`src/rtl/output_line_writer_pkg.sv`:
```
// output_line_writer_pkg: NVP_v1 constants, writer state enum and line base helper shared by the output line writer
package output_line_writer_pkg;
  localparam int NVP_AXI_BUS_DATA_BIT_WIDTH = 64;
  localparam int NVP_AXI_BUS_ADDRESS_WIDTH = 32;
  localparam int NVP_ACTIVATION_BIT_WIDTH = 8;
  localparam int NVP_OUTPUT_LINE_0_START_ADDRESS = 6144;
  localparam int NVP_OUTPUT_LINE_1_START_ADDRESS = 8192;
  localparam int NVP_OUTPUT_LINE_2_START_ADDRESS = 10240;
  localparam int NVP_ROW_ELEMENTS_WIDTH = 16;
  localparam int NVP_ROW_COUNT_WIDTH = 10;
  localparam int BYTES_PER_WORD = NVP_AXI_BUS_DATA_BIT_WIDTH / 8;
  localparam int NVP_AXI_BYTE_ACCESS_BITS = $clog2(BYTES_PER_WORD);
  typedef enum logic [1:0] {ST_IDLE, ST_RUN, ST_DRAIN, ST_DONE} writer_state_e;
  typedef logic [2:0][63:0] line_bases_t;
  function automatic line_bases_t line_bases(input logic [63:0] b0, input logic [63:0] b1, input logic [63:0] b2);
    return {b2, b1, b0};
  endfunction
endpackage

```
`src/rtl/output_line_writer_lane_packer.sv`:
```
// output_line_writer_lane_packer: packs accepted elements into a bus word plus byte strobe (accept_i/row_last_i/data_i in; word_o/strb_o/complete_o out)
module output_line_writer_lane_packer
  import output_line_writer_pkg::*;
#(
  parameter int DATA_W = NVP_AXI_BUS_DATA_BIT_WIDTH,
  parameter int ACT_W = NVP_ACTIVATION_BIT_WIDTH
) (
  input  logic              clk,
  input  logic              reset,
  input  logic              accept_i,
  input  logic              row_last_i,
  input  logic [ACT_W-1:0]  data_i,
  output logic [DATA_W-1:0] word_o,
  output logic [DATA_W/8-1:0] strb_o,
  output logic              complete_o
);
  localparam int LANES = DATA_W / ACT_W;
  localparam int LW = LANES > 1 ? $clog2(LANES) : 1;
  localparam int BPL = ACT_W / 8;
  localparam int SW = DATA_W / 8;
  logic [LW-1:0] lane_q, lane_d;
  logic [DATA_W-1:0] pack_q, pack_d;
  logic [SW-1:0] strb_q, strb_d;
  always_comb begin
    complete_o = accept_i && (lane_q == LW'(LANES - 1) || row_last_i);
    pack_d = ((lane_q == '0) ? '0 : pack_q) | (DATA_W'(data_i) << (lane_q * ACT_W));
    strb_d = ((lane_q == '0) ? '0 : strb_q) | (SW'({BPL{1'b1}}) << (lane_q * BPL));
    lane_d = complete_o ? '0 : lane_q + 1'b1;
    word_o = pack_d;
    strb_o = strb_d;
  end
  always_ff @(posedge clk) begin
    if (reset) begin
      lane_q <= '0;
      pack_q <= '0;
      strb_q <= '0;
    end else if (accept_i) begin
      lane_q <= lane_d;
      pack_q <= pack_d;
      strb_q <= strb_d;
    end
  end
endmodule

```
`src/rtl/output_line_writer.sv`:
```
// output_line_writer: packs the activation stream (in_*) into word writes (wr_*) over three rotating output lines, with busy/row_done/layer_done status
module output_line_writer
  import output_line_writer_pkg::*;
#(
  parameter int AXI_BUS_DATA_BIT_WIDTH = NVP_AXI_BUS_DATA_BIT_WIDTH,
  parameter int AXI_BUS_ADDRESS_WIDTH = NVP_AXI_BUS_ADDRESS_WIDTH,
  parameter int ACTIVATION_BIT_WIDTH = NVP_ACTIVATION_BIT_WIDTH,
  parameter int AXI_BYTE_ACCESS_BITS = NVP_AXI_BYTE_ACCESS_BITS,
  parameter int OUTPUT_LINE_0_START_ADDRESS = NVP_OUTPUT_LINE_0_START_ADDRESS,
  parameter int OUTPUT_LINE_1_START_ADDRESS = NVP_OUTPUT_LINE_1_START_ADDRESS,
  parameter int OUTPUT_LINE_2_START_ADDRESS = NVP_OUTPUT_LINE_2_START_ADDRESS,
  parameter int ROW_ELEMENTS_WIDTH = NVP_ROW_ELEMENTS_WIDTH,
  parameter int ROW_COUNT_WIDTH = NVP_ROW_COUNT_WIDTH
) (
  input  logic                                clk,
  input  logic                                reset,
  input  logic                                start,
  input  logic [ROW_ELEMENTS_WIDTH-1:0]       cfg_row_elements,
  input  logic [ROW_COUNT_WIDTH-1:0]          cfg_number_of_rows,
  input  logic                                in_valid,
  output logic                                in_ready,
  input  logic [ACTIVATION_BIT_WIDTH-1:0]     in_data,
  output logic                                wr_valid,
  input  logic                                wr_ready,
  output logic [AXI_BUS_ADDRESS_WIDTH-1:0]    wr_addr,
  output logic [AXI_BUS_DATA_BIT_WIDTH-1:0]   wr_data,
  output logic [AXI_BUS_DATA_BIT_WIDTH/8-1:0] wr_strb,
  output logic                                busy,
  output logic                                row_done,
  output logic                                layer_done
);
  localparam int AW = AXI_BUS_ADDRESS_WIDTH;
  localparam int DW = AXI_BUS_DATA_BIT_WIDTH;
  localparam int SW = DW / 8;
  writer_state_e state_q, state_d;
  logic [ROW_ELEMENTS_WIDTH-1:0] cfg_elems_q, cfg_elems_d, elem_idx_q, elem_idx_d, word_idx_q, word_idx_d;
  logic [ROW_COUNT_WIDTH-1:0] cfg_rows_q, cfg_rows_d, row_idx_q, row_idx_d;
  logic [1:0] line_sel_q, line_sel_d;
  logic wr_valid_q, wr_valid_d, wr_row_end_q, wr_row_end_d;
  logic row_done_q, row_done_d, layer_done_q, layer_done_d;
  logic [AW-1:0] wr_addr_q, wr_addr_d;
  logic [DW-1:0] wr_data_q, wr_data_d, pk_word;
  logic [SW-1:0] wr_strb_q, wr_strb_d, pk_strb;
  logic accept, hs, last_elem, complete;
  line_bases_t bases;
  assign bases = line_bases(64'(OUTPUT_LINE_0_START_ADDRESS), 64'(OUTPUT_LINE_1_START_ADDRESS), 64'(OUTPUT_LINE_2_START_ADDRESS));
  assign in_ready = (state_q == ST_RUN) && (!wr_valid_q || wr_ready);
  assign accept = in_valid && in_ready;
  assign hs = wr_valid_q && wr_ready;
  assign last_elem = elem_idx_q == cfg_elems_q - 1'b1;
  assign busy = state_q != ST_IDLE;
  assign wr_valid = wr_valid_q;
  assign wr_addr = wr_addr_q;
  assign wr_data = wr_data_q;
  assign wr_strb = wr_strb_q;
  assign row_done = row_done_q;
  assign layer_done = layer_done_q;
  output_line_writer_lane_packer #(.DATA_W(DW), .ACT_W(ACTIVATION_BIT_WIDTH)) u_packer (
    .clk        (clk),
    .reset      (reset),
    .accept_i   (accept),
    .row_last_i (last_elem),
    .data_i     (in_data),
    .word_o     (pk_word),
    .strb_o     (pk_strb),
    .complete_o (complete)
  );
  always_comb begin
    state_d = state_q;
    cfg_elems_d = cfg_elems_q;
    cfg_rows_d = cfg_rows_q;
    elem_idx_d = accept ? (last_elem ? '0 : elem_idx_q + 1'b1) : elem_idx_q;
    word_idx_d = complete ? (last_elem ? '0 : word_idx_q + 1'b1) : word_idx_q;
    row_idx_d = (complete && last_elem) ? row_idx_q + 1'b1 : row_idx_q;
    line_sel_d = (complete && last_elem) ? (line_sel_q == 2'd2 ? 2'd0 : line_sel_q + 2'd1) : line_sel_q;
    // a completing word may replace the one handshaking this cycle, so completion wins over the drop
    wr_valid_d = complete ? 1'b1 : (hs ? 1'b0 : wr_valid_q);
    wr_addr_d = complete ? bases[line_sel_q][AW-1:0] + (AW'(word_idx_q) << AXI_BYTE_ACCESS_BITS) : wr_addr_q;
    wr_data_d = complete ? pk_word : wr_data_q;
    wr_strb_d = complete ? pk_strb : wr_strb_q;
    wr_row_end_d = complete ? last_elem : wr_row_end_q;
    row_done_d = hs && wr_row_end_q;
    layer_done_d = state_q == ST_DONE;
    case (state_q)
      ST_IDLE: if (start) begin
        cfg_elems_d = cfg_row_elements;
        cfg_rows_d = cfg_number_of_rows;
        elem_idx_d = '0;
        word_idx_d = '0;
        row_idx_d = '0;
        line_sel_d = '0;
        state_d = (cfg_row_elements == '0 || cfg_number_of_rows == '0) ? ST_DONE : ST_RUN;
      end
      ST_RUN: state_d = (accept && last_elem && row_idx_q == cfg_rows_q - 1'b1) ? ST_DRAIN : ST_RUN;
      ST_DRAIN: state_d = hs ? ST_DONE : ST_DRAIN;
      default: state_d = ST_IDLE;
    endcase
  end
  always_ff @(posedge clk) begin
    if (reset) begin
      state_q <= ST_IDLE;
      cfg_elems_q <= '0;
      cfg_rows_q <= '0;
      elem_idx_q <= '0;
      word_idx_q <= '0;
      row_idx_q <= '0;
      line_sel_q <= '0;
      wr_valid_q <= 1'b0;
      wr_addr_q <= '0;
      wr_data_q <= '0;
      wr_strb_q <= '0;
      wr_row_end_q <= 1'b0;
      row_done_q <= 1'b0;
      layer_done_q <= 1'b0;
    end else begin
      state_q <= state_d;
      cfg_elems_q <= cfg_elems_d;
      cfg_rows_q <= cfg_rows_d;
      elem_idx_q <= elem_idx_d;
      word_idx_q <= word_idx_d;
      row_idx_q <= row_idx_d;
      line_sel_q <= line_sel_d;
      wr_valid_q <= wr_valid_d;
      wr_addr_q <= wr_addr_d;
      wr_data_q <= wr_data_d;
      wr_strb_q <= wr_strb_d;
      wr_row_end_q <= wr_row_end_d;
      row_done_q <= row_done_d;
      layer_done_q <= layer_done_d;
    end
  end
endmodule

```
`config.mk`:
```
export PLATFORM = sky130hd
export DESIGN_NAME = output_line_writer
export DESIGN_NICKNAME = d
export VERILOG_FILES = /design/src/rtl/output_line_writer_pkg.sv /design/src/rtl/output_line_writer_lane_packer.sv /design/src/rtl/output_line_writer.sv
export SDC_FILE = /design/constraint.sdc
export NUM_CORES = 1
export LEC_CHECK = 0
export BUFFER_PORTS_ARGS = -buffer_cell sky130_fd_sc_hd__buf_2
export CAP_MARGIN = 5
export CORE_ASPECT_RATIO = 0.6
export CORE_MARGIN = 8
export CORE_UTILIZATION = 52
export DETAILED_ROUTE_END_ITERATION = 6
export PLACE_DENSITY = 0.76
export SLEW_MARGIN = 40
export SYNTH_ARGS = -nofsm -noshare
export SYNTH_HDL_FRONTEND = slang
export SYNTH_SLANG_ARGS = --single-unit
```
`constraint.sdc`:
```
create_clock -name clk -period 2.7 [get_ports clk]
set_clock_uncertainty 0.15 [all_clocks]
set_input_delay 0.54 -clock clk [delete_from_list [all_inputs] [get_ports clk]]
set_output_delay 0.54 -clock clk [all_outputs]
set_load 0.005 [all_outputs]
```
==> run metrics, run 1 <==
Rel. slew slack=0.5556; Fill cells=1430; Via-to-Cell Ratio=6.041; clock sinks=240; 1st-iter DRT viols=1045; num rows=40; clock buffer depth=3; placed inst area=11820 sq um; final period utilization=1.121; H-tree Lvls=1; Max Slew Vio Count=0; WS Path Type=reg -> reg; most common cell after layout, fill and taps aside=dfxtp_1; CP Capture Type=flop; RePlAce Congestion=0.9732; Hold Crit Start=cfg_row_elements[14]; Routed WL=35940 microns; flops & latches, synth=240; Min-Delay Path Depth=3; slowest cell delay on critical path=0.36 ns; CP max stage cell=nor3b_4; Layout area overhead=36.38%; layout cells sized above 1=0.3215; hpwl dp=21220 microns; final net count=1478; RR Endpoint=wr_addr[19]$_SDFFE_PP0N_; Hold Path Class=in -> reg; Yosys cell types=65; Seq/Total Area, Yosys=0.4544; Hold Fails Final Rpt=0; failing checks=negative setup slack; Vias=10330; crit path DAT=3.28 ns; DRC Markers=0; FF-to-FF path depth=13; initial antenna violation count=0; DR pass1 iterations=7; Post-synth EDFFs=0; global route overflow=0; Initial Utilization=0.5294; IO buf count=132; worst skew pair latency=0.52 ns; total power=8201 uW; Hold EP=cfg_elems_q[14]$_SDFFE_PP0P_; crit path time final=3.027 ns; CP top delay family=simple AND/OR/NAND/NOR gates; CP Launch Type=flop; reg-to-reg critical path startpoint=cfg_elems_q[1]$_SDFFE_PP0P_; largest net degree at the start of global routing=81; maximum VDD drop=0.4014 mV; max-cap violations=0; Die ar.=25300 sq um; Synth Flop Type=dfxtp_1; Highest Clock Rate=0.3303 GHz; CTS clk-pin slew, worst paths=0.07 ns; endpoints failing setup=139; pin slew with the least headroom to its limit=0.6657 ns; first-pass GRT wire length=55070 microns; r2r setup slk=-0.33 ns; Total GRT Usage=0.2678; Mean Syn Cell Area=8.492 sq um; Lkg Pwr=0.005397 uW; core box area=19970 sq um; Top Ports=148; worst path bufs/invs=5; chip width=200.1 microns; drt wl/cell=21.02 microns; root buf cell=clkbuf_16; vias in the first global route=10010; yosys synthesis warning count=0; Synth async-reset ratio=0; Ant. Diodes=0; Max Fanout on Critical Path=7; critical path, cell by cell=inv_4, ha_4, nor3b_4, and4_1, mux2_4, a31oi_4, and4bb_4, buf_4, buf_6, buf_8, buf_16, o21ai_1, o21ai_2; synthesized area=10570 sq um; Vert. Die Dim=126.5 microns; RSZ-0062 raised after global routing=true; Post-DRT Antenna Nets=0; TritonCTS Buffers=22; outcome=finished, violations left; Critical Path RT=2.95 ns; Synth Instances=1245; CTS tree=done; most frequent cells in the layout=dfxtp_1, nor2_1, buf_2; setup ws final=-0.3274 ns; final instance area=14420 sq um; PD cells=568.8 nW/um^2
==> per-layer routing <==
metal	track usage	routed length (microns)	up-vias	part of all wire
met1	0.4041	16550	5027	0.46
met5	0	0	-	0
met3	0.04647	3295	71	0.092
li1	-	-	4754	-
met4	0.06810	787	0	0.022
met2	0.3851	15310	478	0.43
==> synth_stat cells (3+ instances only) <==
library cell / count / area share
dfxtp_1: 240 / 0.45
nor2_1: 154 / 0.055
a21oi_1: 133 / 0.063
nand2_1: 110 / 0.039
a211oi_1: 77 / 0.055
nor3_1: 66 / 0.031
clkbuf_1: 61 / 0.022
a22oi_1: 34 / 0.024
xnor2_1: 33 / 0.027
a22o_1: 32 / 0.027
inv_1: 30 / 0.011
nand3_1: 29 / 0.014
o21ai_0: 29 / 0.014
xor2_1: 27 / 0.022
nand4_1: 18 / 0.011
ha_1: 16 / 0.019
buf_2: 15 / 0.0071
buf_4: 15 / 0.011
buf_1: 13 / 0.0046
nor4_1: 10 / 0.0059
and3_1: 7 / 0.0041
a31o_2: 6 / 0.0050
and2_1: 6 / 0.0036
mux2i_1: 6 / 0.0057
nand2b_1: 6 / 0.0036
or4_1: 6 / 0.0043
a31oi_1: 5 / 0.0030
or3_1: 4 / 0.0024
a211o_1: 3 / 0.0025
and4_1: 3 / 0.0025
buf_6: 3 / 0.0032
==> stage by stage <==
| stage | std cells | hold WS [ns] | TNS [ns] | setup WS [ns] | utilization |
|---|---|---|---|---|---|
| after detailed placement | 1627 | 0.3058 | -20.19 | -0.2370 | 0.5919 |
| after global routing | 1710 | 0.1288 | -54.28 | -0.5073 | 0.7221 |
| after global placement | 1627 | 0.2939 | -11.31 | -0.1675 | 0.5919 |
| final | 1710 | 0.1182 | -30.81 | -0.3274 | 0.7221 |
| after CTS | 1711 | 0.1129 | -21.63 | -0.2462 | 0.7090 |
| after floorplan | 1259 | 0.2822 | 0 | 0.01399 | - |
==> sequential cells by signal, indices dropped and copies added (netlist names), 8 cells and up <==
signal / count
wr_data: 64
u_packer.pack_q: 64
row_idx_q: 10
elem_idx_q: 16
wr_strb: 8
u_packer.strb_q: 8
word_idx_q: 16
cfg_rows_q: 10
cfg_elems_q: 16
wr_addr: 17
==> worst max path at each step <==
stage | endpoint | slack (ns) | cells past startpoint | startpoint
2_1_floorplan | wr_data[32]$_SDFFE_PP0N_ | 0.01 | 10 | cfg_elems_q[1]$_SDFFE_PP0P_
5_1_grt | wr_data[62]$_SDFFE_PP0N_ | -0.51 | 10 | cfg_elems_q[1]$_SDFFE_PP0P_
3_5_place_dp | wr_data[6]$_SDFFE_PP0N_ | -0.24 | 9 | cfg_elems_q[2]$_SDFFE_PP0P_
3_3_place_gp | wr_data[62]$_SDFFE_PP0N_ | -0.17 | 8 | cfg_elems_q[0]$_SDFFE_PP0P_
6_report | wr_addr[19]$_SDFFE_PP0N_ | -0.33 | 13 | cfg_elems_q[1]$_SDFFE_PP0P_
4_1_cts | wr_data[62]$_SDFFE_PP0N_ | -0.25 | 10 | cfg_elems_q[1]$_SDFFE_PP0P_
==> final cells by class <==
cell class	instances	area [sq um]	share of cell area
clock buffers	31	665.6	0.04616
clock inverters	8	190.2	0.01319
inverters	31	118.9	0.008244
multi-input cells	881	6165	0.4275
flip-flops and latches	240	4812	0.3337
well taps	273	341.6	0.02369
repair buffers	246	2126	0.1474
==> power breakdown <==
part	internal [uW]	switching, uW
Sequential	3600	63.7
Clock	2290	1420
Combinational	326	498
Total	6220	1980
==> tightest hold or removal path, delay by kind of cell <==
| kind | cells | cell delay (ns) |
|---|---|---|
| buffers and inverters | 1 | 0.10 |
| and+or+nand+nor | 1 | 0.05 |
| AOI/OAI and AO/OA | 1 | 0.05 |
==> kinds of logic (layout without fill, tap and decap cells) <==
family	after synthesis	in the layout	share of synthesized area
other	1	15	0.0003547
xor gates and xnor gates	60	60	0.04970
muxes	8	8	0.007811
and+or+nand+nor	441	441	0.1967
buffers and inverters	138	316	0.05822
AOI/OAI and AO/OA	340	340	0.2120
DFF	240	240	0.4544
adders and majority gates	17	17	0.02083
==> repair_timing <==
item	CTS	global route
buffers inserted	25	10
hold endpoints to repair	0	0
pin swaps	115	25
cloned	20	2
resized for setup	188	89
hold buffers	0	0
setup endpoints to repair	139	140
Power figures use the tool's default switching activity.
==> inputs of run 2 (changes only) <==
--- a/config.mk
+++ b/config.mk
@@ -12,6 +12,7 @@
 export CORE_UTILIZATION = 52
 export DETAILED_ROUTE_END_ITERATION = 6
 export PLACE_DENSITY = 0.76
+export SETUP_SLACK_MARGIN = 0.15
 export SLEW_MARGIN = 40
 export SYNTH_ARGS = -nofsm -noshare
 export SYNTH_HDL_FRONTEND = slang
==> run metrics, run 2 (same netlist as run 1, synthesis figures left out) <==
Hold Fails Final Rpt=0 (unchanged); Highest Clock Rate=0.3349 GHz (+1.4%); global route overflow=0 (unchanged); pre-CTS setup slack=-0.2336 ns (+0.003406 ns); H-tree Lvls=1 (unchanged); pin slew with the least headroom to its limit=0.6114 ns (-0.05438 ns); Lkg Pwr=0.005299 uW (-1.8%); num rows=40 (unchanged); clock buffer depth=3 (unchanged); Max Slew Vio Count=0 (unchanged); Initial Utilization=0.5294 (unchanged); 1st-iter DRT viols=1175 (+12%); Critical Path Most Common Cell=buf_4; Post-DRT Antenna Nets=0 (unchanged); RR Endpoint=wr_data[15]$_SDFFE_PP0N_; max-cap violations=0 (unchanged); IO buf count=132 (unchanged); hpwl dp=21140 microns (-0.39%); Hold Path Class=in -> reg; failing checks=negative setup slack; Layout area overhead=33.76%; drt wl/cell=20.48 microns (-2.6%); PD cells=554.8 nW/um^2 (-2.5%); largest net degree at the start of global routing=67 (-17%); crit path DAT=3.22 ns (-0.06 ns); reg-to-reg critical path startpoint=cfg_elems_q[1]$_SDFFE_PP0P_; TritonCTS Buffers=23 (+4.5%); root buf cell=clkbuf_16; critical path endpoint=wr_data[15]$_SDFFE_PP0N_; maximum VDD drop=0.4496 mV (+12%); RePlAce Congestion=0.9143 (-6.1%); CP max stage cell=dfxtp_4; endpoints failing setup=140 (+0.72%); Rel. slew slack=0.5871 (+0.03153); r2r setup slk=-0.29 ns (+0.04 ns); Ant. Diodes=0 (unchanged); worst skew pair latency=0.52 ns (about the same); chip width=200.1 microns (unchanged); final net count=1471 (-0.47%); most common cell after layout, fill and taps aside=dfxtp_1; Routed WL=34900 microns (-2.9%); first-pass GRT wire length=51670 microns (-6.2%); CP Capture Type=flop; initial antenna violation count=0 (unchanged); Critical Path RT=2.93 ns (-0.02 ns); Hold Crit Start=cfg_row_elements[6]; vias in the first global route=9463 (-5.5%); Final Core Density=0.7082 (-0.01385); CP top delay family=simple AND/OR/NAND/NOR gates; WS Path Type=reg -> reg; CTS tree=done; Min-Delay Path Depth=3 (unchanged); Top Ports=148 (unchanged); most frequent cells in the layout=dfxtp_1, buf_2, nor2_1; slowest cell delay on critical path=0.36 ns (about the same); RSZ-0062 raised after global routing=true; DRC Markers=0 (unchanged); core box area=19970 sq um (unchanged); Vias=10270 (-0.57%); Via-to-Cell Ratio=6.028 (-0.22%); Layout Cells excl Fill=1704 (-0.35%); outcome=finished, violations left; CP Launch Type=flop; worst path bufs/invs=6 (+1); Total GRT Usage=0.2497 (-0.01805); Vert. Die Dim=126.5 microns (unchanged); critical path, cell by cell=inv_2, ha_4, nor3b_4, buf_4, nand3_2, a221oi_2, nand4_1, buf_4, nand4bb_4, buf_12, nand2_8, buf_6, clkbuf_16, a211oi_1; clock sinks=240 (unchanged); DP Cell Count=1620 (-0.43%); Max Fanout on Critical Path=6 (-1); final period utilization=1.106 (-0.01546); DR pass1 iterations=5 (-2); Critical Path Start=cfg_elems_q[1]$_SDFFE_PP0P_; CP Depth=14 (+1); layout cells sized above 1=0.2977 (-0.02381); total power=7846 uW (-4.3%); crit path time final=2.986 ns (-0.04173 ns); setup ws final=-0.2857 ns (+0.04173 ns); Die ar.=25300 sq um (unchanged); CTS clk-pin slew, worst paths=0.07 ns (about the same); FF-to-FF path depth=14 (+1)
## run 2: cell count changes in the layout (fill, tap and decap cells not counted), moves of 6 or more
cell      delta
a211oi_2    -15
nand3_1      +7
buf_12       -6
a211oi_1    +16
nand3_2      -8
## run 2: worst min path at each step
stage	endpoint	slack [ns]
after floorplan	wr_row_end_q$_SDFFE_PP0N_	0.28
after global placement	wr_row_end_q$_SDFFE_PP0N_	0.29
after detailed placement	wr_addr[8]$_SDFFE_PP0N_	0.30
after CTS	cfg_rows_q[5]$_SDFFE_PP0P_	0.11
after global routing	cfg_rows_q[5]$_SDFFE_PP0P_	0.13
final	cfg_elems_q[6]$_SDFFE_PP0P_	0.12
## run 2: worst register-to-register path, delay by kind of cell, from the launching register on
family,cells,cell delay [ns]
and+or+nand+nor,5,0.97
buffers and inverters,6,0.89
DFF,1,0.36
AOI/OAI and AO/OA,2,0.34
adders and majority gates,1,0.13
## run 2: area by class of cell
class | instances | area (sq um)
multi-input combinational | 881 | 6055
fill | 1521 | 5827
sequential | 240 | 4812
timing repair buffer | 238 | 2049
clock buffer | 30 | 651.9
tap | 273 | 341.6
clock inverter | 11 | 116.4
inverter | 31 | 116.4
## run 2: timing repair
action | in CTS | in global routing
setup buffers | 16 | 9
gates resized for setup | 103 | 111
hold buffers | 0 | 0
cloned | 11 | 7
pin swaps | 42 | 31
endpoints found under the setup margin | 140 | 141
## run 2: where the power goes
part	switching [uW]	leakage, uW	internal (uW)
sequential	63.4	0.00194	3610
clock	1440	0.000383	1900
combinational	496	0.00297	337
total	2000	0.00530	5840
## run 2: per-layer routing
| layer | GRT usage | wire length (microns) | vias up |
|---|---|---|---|
| met5 | 0 | 0 | - |
| met3 | 0.04357 | 3353 | 51 |
| met1 | 0.3896 | 16520 | 4974 |
| li1 | - | - | 4759 |
| met4 | 0.04397 | 485 | 0 |
| met2 | 0.3524 | 14540 | 487 |
## run 2: per-stage QoR
stage	cell area, sq um	setup TNS (ns)	hold slack [ns]
final	14140	-28.66	0.1222
after global routing	14140	-37.67	0.1324
after floorplan	10730	0	0.2822
after CTS	13390	-19.49	0.1098
after global placement	11800	-12.06	0.2923
after detailed placement	11800	-16.97	0.3038
